--- config.mk ---
export PLATFORM = sky130hd
export DESIGN_NAME = hazard_scoreboard
export DESIGN_NICKNAME = d
export VERILOG_FILES = /design/src/rtl/hazard_scoreboard.sv
export SDC_FILE = /design/constraint.sdc
export NUM_CORES = 1
export LEC_CHECK = 0
export BUFFER_PORTS_ARGS = -buffer_cell sky130_fd_sc_hd__buf_2
export CORE_ASPECT_RATIO = 0.6
export CORE_UTILIZATION = 50
export DETAILED_ROUTE_END_ITERATION = 12
export PLACE_DENSITY = 0.69
export SLEW_MARGIN = 20
export SYNTH_ARGS = -nofsm -noshare
export SYNTH_HDL_FRONTEND = slang
export SYNTH_SLANG_ARGS = --single-unit
--- constraint.sdc ---
create_clock -name clk -period 5.45 [get_ports clk]
set_input_delay 0.545 -clock clk [delete_from_list [all_inputs] [get_ports clk]]
set_output_delay 0.545 -clock clk [all_outputs]
set_load 0.05 [all_outputs]
--- src/rtl/hazard_scoreboard.sv ---
// Hazard/forwarding unit: ME/WB forwarding selects, load-use stall and a per-register
// latency scoreboard for multi-cycle ops. Optional stall statistics via HAZARD_STATS_EN.
module hazard_scoreboard #(
  parameter int REG_AW  = 5,
  parameter int NUM_SRC = 2,
  parameter int LAT_W   = 3
) (
  input  logic                      clk,
  input  logic                      rst_n,
  input  logic                      EX_reg_write_i,
  input  logic [REG_AW-1:0]         EX_rd_i,
  input  logic                      EX_is_load_i,
  input  logic                      ME_reg_write_i,
  input  logic [REG_AW-1:0]         ME_rd_i,
  input  logic                      WB_reg_write_i,
  input  logic [REG_AW-1:0]         WB_rd_i,
  input  logic [NUM_SRC*REG_AW-1:0] ID_rs_i,
  input  logic [NUM_SRC*REG_AW-1:0] EX_rs_i,
  input  logic [REG_AW-1:0]         ID_rd_i,
  input  logic                      issue_long_i,
  input  logic [LAT_W-1:0]          issue_lat_i,
  input  logic                      flush_i,
  output logic [2*NUM_SRC-1:0]      EX_fwd_o,
  output logic [2*NUM_SRC-1:0]      ID_fwd_o,
  output logic                      stall_o,
  output logic                      busy_o,
  output logic [15:0]               stall_cnt_o
);

  localparam int NREG = 1 << REG_AW;

  logic ex_flag, me_flag, wb_flag;
  logic load_use, sb_stall, issue_acc;
  logic [LAT_W-1:0] issue_cnt;
  logic [NREG-1:0][LAT_W-1:0] sb_q, sb_d;

  assign ex_flag = EX_reg_write_i && (EX_rd_i != '0);
  assign me_flag = ME_reg_write_i && (ME_rd_i != '0);
  assign wb_flag = WB_reg_write_i && (WB_rd_i != '0);

  // ME has priority over WB because it carries the younger result.
  function automatic logic [1:0] fwd_sel(input logic [REG_AW-1:0] rs);
    fwd_sel = 2'b00;
    if (rs != '0) begin
      if (me_flag && (rs == ME_rd_i))      fwd_sel = 2'b10;
      else if (wb_flag && (rs == WB_rd_i)) fwd_sel = 2'b01;
    end
  endfunction

  always_comb begin
    EX_fwd_o = '0;
    ID_fwd_o = '0;
    load_use = 1'b0;
    sb_stall = 1'b0;
    for (int k = 0; k < NUM_SRC; k++) begin
      EX_fwd_o[2*k +: 2] = fwd_sel(EX_rs_i[k*REG_AW +: REG_AW]);
      ID_fwd_o[2*k +: 2] = fwd_sel(ID_rs_i[k*REG_AW +: REG_AW]);
      if (ID_rs_i[k*REG_AW +: REG_AW] != '0) begin
        if (ex_flag && EX_is_load_i && (EX_rd_i == ID_rs_i[k*REG_AW +: REG_AW]))
          load_use = 1'b1;
        if (sb_q[ID_rs_i[k*REG_AW +: REG_AW]] != '0)
          sb_stall = 1'b1;
      end
    end
  end

  assign stall_o = load_use | sb_stall;
  assign busy_o  = |sb_q;

  // A long op is taken only when ID actually advances; a stalled one is re-presented.
  assign issue_acc = issue_long_i && !stall_o && !flush_i && (ID_rd_i != '0);
  assign issue_cnt = (issue_lat_i == '0) ? LAT_W'(1) : issue_lat_i;

  always_comb begin
    sb_d = '0;
    for (int r = 1; r < NREG; r++)
      sb_d[r] = (sb_q[r] != '0) ? sb_q[r] - LAT_W'(1) : '0;
    if (flush_i)        sb_d = '0;
    else if (issue_acc) sb_d[ID_rd_i] = issue_cnt;
    sb_d[0] = '0;
  end

  always_ff @(posedge clk or negedge rst_n) begin
    if (!rst_n) sb_q <= '0;
    else        sb_q <= sb_d;
  end

`ifdef HAZARD_STATS_EN
  logic [15:0] stall_cnt_q, stall_cnt_d;

  assign stall_cnt_d = (stall_o && (stall_cnt_q != 16'hFFFF)) ? stall_cnt_q + 16'd1 : stall_cnt_q;

  always_ff @(posedge clk or negedge rst_n) begin
    if (!rst_n) stall_cnt_q <= 16'h0000;
    else        stall_cnt_q <= stall_cnt_d;
  end

  assign stall_cnt_o = stall_cnt_q;
`else
  assign stall_cnt_o = 16'h0000;
`endif

endmodule

Yosys cells after proc, flatten, opt, wreduce, memory -nomap -nowiden --
Cells that the tools add are included.
Operators by class: add/sub/neg operators 31, order comparisons 4, equal/unequal tests 10, multiplexer cells 61, bitwise operators 1, reductions and logical operators 63
Operators with widths (number):
- 2-to-1 mux 96 bit | 2
- 2-to-1 mux 3 bit | 35
- nonzero test 3 bit | 33
- bitwise mux 96 bit | 1
- OR reduction 93 bit | 1
- subtractor 3 x 1 -> 3 bit, second input constant | 31
- equality test 5 bit | 10
- nonzero test 5 bit | 8
- binary-select mux 3 bit (select 5 bit) | 2
- logical AND 1 bit | 18
- < comparator 5 x 6 -> 1 bit, second input constant | 3
- 2-to-1 mux 2 bit | 8
- demux 3 bit (select 5 bit) | 1
- 2-to-1 mux 1 bit | 12
- >= comparator 5 x 1 -> 1 bit, second input constant | 1
- logical NOT 3 bit | 1
- logical NOT 1 bit | 2
- OR 1 bit | 1
Storage, ports and cells: bits in registers 93, output and inout bits 26, logic and storage cells 201

Depth between registers and ports, before layout --
depth in word-level cells 15, mapped depth 11, gate-level depth less buffers 7

Worst setup path before layout --
Ideal clock, no wire load.
path kind in2out, from input port ID_rs_i[5], to output port ID_fwd_o[2], arrival 3.393 ns, setup slack 1.512 ns, stages 6, buffers on the path 2, cells stage by stage buf_4 buf_4 xnor2_1 nand3_1 nor4_1 nor3_1
Between the ends: cells in the longest elaborated chain, start to end 5
Ends and longest elaborated chain:
- start: declaration | line 17 | input logic [NUM_SRC*REG_AW-1:0] ID_rs_i,
- equality test 5 bit | line 46 | else if (wb_flag && (rs == WB_rd_i)) fwd_sel = 2'b01;
- logical AND 1 bit | line 46
- 2-to-1 mux 1 bit | line 46
- 2-to-1 mux 2 bit | line 45 | if (me_flag && (rs == ME_rd_i)) fwd_sel = 2'b10;
- 2-to-1 mux 2 bit (*) | line 44 | if (rs != '0) begin
- end: declaration | line 24 | output logic [2*NUM_SRC-1:0] ID_fwd_o,
Mark *: on every way between the ends. The rest lies on a longest branch, timed or not.

Worst setup path in the final report --
from register sb_q[93] (netlist bit), to output port stall_o
Between the ends: cells in the longest elaborated chain, start to end 8
Ends and longest elaborated chain:
- start: declaration | line 35 | logic [NREG-1:0][LAT_W-1:0] sb_q, sb_d;
- start signal: assignment | line 84 | if (!rst_n) sb_q <= '0;
- start signal: assignment | line 85 | else sb_q <= sb_d;
- binary-select mux 3 bit (select 5 bit) | line 61 | if (sb_q[ID_rs_i[k*REG_AW +: REG_AW]] != '0)
- 2-to-1 mux 3 bit (not written as such) | line 61
- nonzero test 3 bit | line 61
- 2-to-1 mux 1 bit | line 61
- 2-to-1 mux 1 bit | line 58 | if (ID_rs_i[k*REG_AW +: REG_AW] != '0) begin
- 2-to-1 mux 1 bit | line 61
- 2-to-1 mux 1 bit (*) | line 58
- OR 1 bit (*) | line 67 | assign stall_o = load_use | sb_stall;
- end: declaration | line 25 | output logic stall_o,
Mark *: on every way between the ends. The rest lies on a longest branch, timed or not. The select of a mux whose other input is x is not followed.

==> results.toml <==
[outcome]
status = "complete, no violations"

[synth]
synth_flop_cell = "dfrtp_1"
syn_area_um2 = 7720
ys_seq_area_share_pct = 30.2
synth-seq-cells = 93
synth_area_per_cell_um2 = 8.90
synth_warnings = 0
synth_top_cell_area_share_pct = 30.2
synth_cells = 867
yosysUniqueCellTypes = 63
synth_edf_count = 0
synthArstFlopShare_pct = 100
yosys.area.top_type = "dfrtp_1"
synth_area_leaders = "dfrtp_1 30%, ha_1 10%, mux2i_1 7.5%"

[placement]
routabilityCongestion = 0.922
place_hpwl_um = 13800
place_ws_ns = 1.85
dp_cells = 1078
port_buffers = 60
dpl_cell_area_um2 = 8050

[power]
p_leak_uw = 0.00391
p_int_uw = 1090
switching_share_pct = 31.5
total_power_uw = 1590
p_clk_share_pct = 39.1
power_density_nw_per_um2 = 191
seq_power_share_pct = 43.7
peakVddDrop_v = 0.000131
switching_power_uw = 501
pwr-share-comb_pct = 17.2

[global_route]
grt_pass1_vias = 5752
grt_first_pass_wirelength_um = 31500
grt_max_degree = 66
grt_usage_pct = 25.4
antenna_found_initial = 0
overflow = 0

[clocking]
htree_num_levels = 3
cts_setup_buffers = 0
cts_hold_buf = 0
ctsResizeCount = 0
cts_made_buffers = 9
clkLatencyLatePin_ns = 0.35
clock_path_buffers = 2
clock-sinks = 93
clk_pin_slew_ns = 0.07
cts_tree = "done"
cts_root_buf = "clkbuf_16"

[critical_path]
cp.arrival_ns = 3.28
path_cells = "nor3_1, nand2_1, mux4_2, a21oi_1, or2_1, and3_1, inv_1, buf_2"
crit_type = "flop to output pin"
worst_ep_required_time_ns = 4.91
worstSetupStartpoint = "sb_q[93]"
cp-end-kind = "output pin"
worst-path-buf-inv = 2
reg2reg_from = "sb_q[93]"
crit_family = "simple AND/OR/NAND/NOR gates"
crit_fanout = 16
crit_path_start_kind = "flop"
crit_slowest_cell = "nor3_1"
cp_slowest_stage_delay_ns = 0.66

[sta]
setup_slack_ns = 1.62
finalSetupTns_ns = 0
slew_headroom_pct = 33.7
finalCritPeriodShare_pct = 70.2
skew_ns = 0.00729
slew_violations = 0
fmax_mhz = 261
hold_viol = 0
worstMarginPinSlew_ns = 0.993
setup_viol = 0
rsz0062_at_grt = "no"
min_period_ns = 3.83

[cells_and_area]
fillerInstances = 1317
final_common_cell = "nand2_1"
top_regs = "sb_q: 93 flops"
diodes = 0
syn_to_final_growth_pct = 7.99
final-seq-area_um2 = 2330
multi_input_area_um2 = 4820
stdcell_area_um2 = 8330
instances_no_fill = 1094
drive_gt1_share_pct = 18.5
nets = 1004
largest_reg_flops = 93
top_register = "sb_q"
most-common-layout-cells = "99 x nand2_1, 93 x dfrtp_1, 70 x inv_1, 62 x ha_1, 59 x buf_2"

[floorplan]
core-area_um2 = 14800
ios = 77
dieArea_um2 = 15900
start_util_pct = 52.3
die_w_um = 162
die_y_um = 98.2
std_cell_rows = 34

[route]
routedWlPerCell_um = 17.8
ant_nets = 0
drc = 0
num_vias = 6337
drt-pass1-iter-count = 5
viasPerCell = 5.79
routed_wl_um = 19500
drtIter0Drc = 597

[flow_run]
drv_cap = 0

[worst_hold_path]
hold_class = "input port to async pin"
-- Yosys cell counts (4+ instances only) --
master    number
a211o_1        4
a21oi_1       44
a31oi_1        8
and3_1        14
buf_2          6
buf_4         21
clkbuf_1      40
dfrtp_1       93
ha_1          62
inv_1         70
mux2_2        29
mux2i_1       58
mux4_2         8
nand2_1       99
nand3_1       26
nand4_1       17
nor2_1        34
nor3_1        47
nor3_2         5
nor3_4        14
nor4_1        20
or2_2          9
or3_1         30
or3_4          4
xnor2_1       28
xor2_1        16
-- kinds of logic after synthesis --
family          count (synthesis)  synth area share (%)
compound gates                 85                  7.13
xor+xnor                       44                  4.99
fa+ha+maj                      62                  10.1
buf+inv                       142                  8.32
flops                          93                  30.2
mux                            95                  14.1
other cells                     1                0.0486
simple gates                  345                  25.2
-- worst reg2reg max path: stages, from the launching register on --
cell,delay [ns]
dfrtp_1,0.41
nor3_1,0.66
nand2_1,0.14
mux4_2,0.48
a21oi_1,0.29
or2_1,0.48
nand3_1,0.36
mux2_2,0.36
-- metal layers --
metal	wire (um)	up-vias	global-route usage (%)	share of wire, %
met1	9860	3063	40.2	51
met5	0	-	0	0
met4	163	0	4.86	0.83
met3	1670	20	5.27	8.5
met2	7830	243	35.0	40
li1	-	3011	-	-
-- final timing paths --
kind	cells after the start	to	slack [ns]
max in group asynchronous	2	sb_q[71]	4.17
worst min register to register	2	sb_q[6]	0.60
min in group clk	2	sb_q[16]	0.53
worst min-delay path	1	sb_q[39]	0.19
worst max-delay path	8	stall_o	1.62
worst max register to register	7	sb_q[40]	2.17
-- area by class of cell --
| class | count | share of cell area (%) |
|---|---|---|
| sequential | 93 | 27.9 |
| inverter | 71 | 3.20 |
| timing repair buffer | 69 | 4.59 |
| multi-input combinational | 647 | 57.9 |
| clock inverter | 7 | 0.751 |
| clock buffer | 9 | 2.70 |
| tap | 198 | 2.97 |
-- power groups by stage --
| stage | logic (uW) | clock network (uW) | registers [uW] |
|---|---|---|---|
| after floorplan | 200 | 0 | 707 |
| after global placement | 267 | 0 | 708 |
| after detailed placement | 271 | 0 | 707 |
| after CTS | 272 | 635 | 694 |
| after global routing | 295 | 658 | 694 |
| final | 273 | 622 | 694 |
-- stage by stage --
stage                     util [%]  hold WS [ns]
after floorplan                  -         0.249
after global placement        54.4         0.577
after detailed placement      54.5         0.581
after CTS                     56.5         0.225
after global routing          56.5         0.252
final                         56.5         0.186
Note: power is estimated with default switching activity, not from simulation.
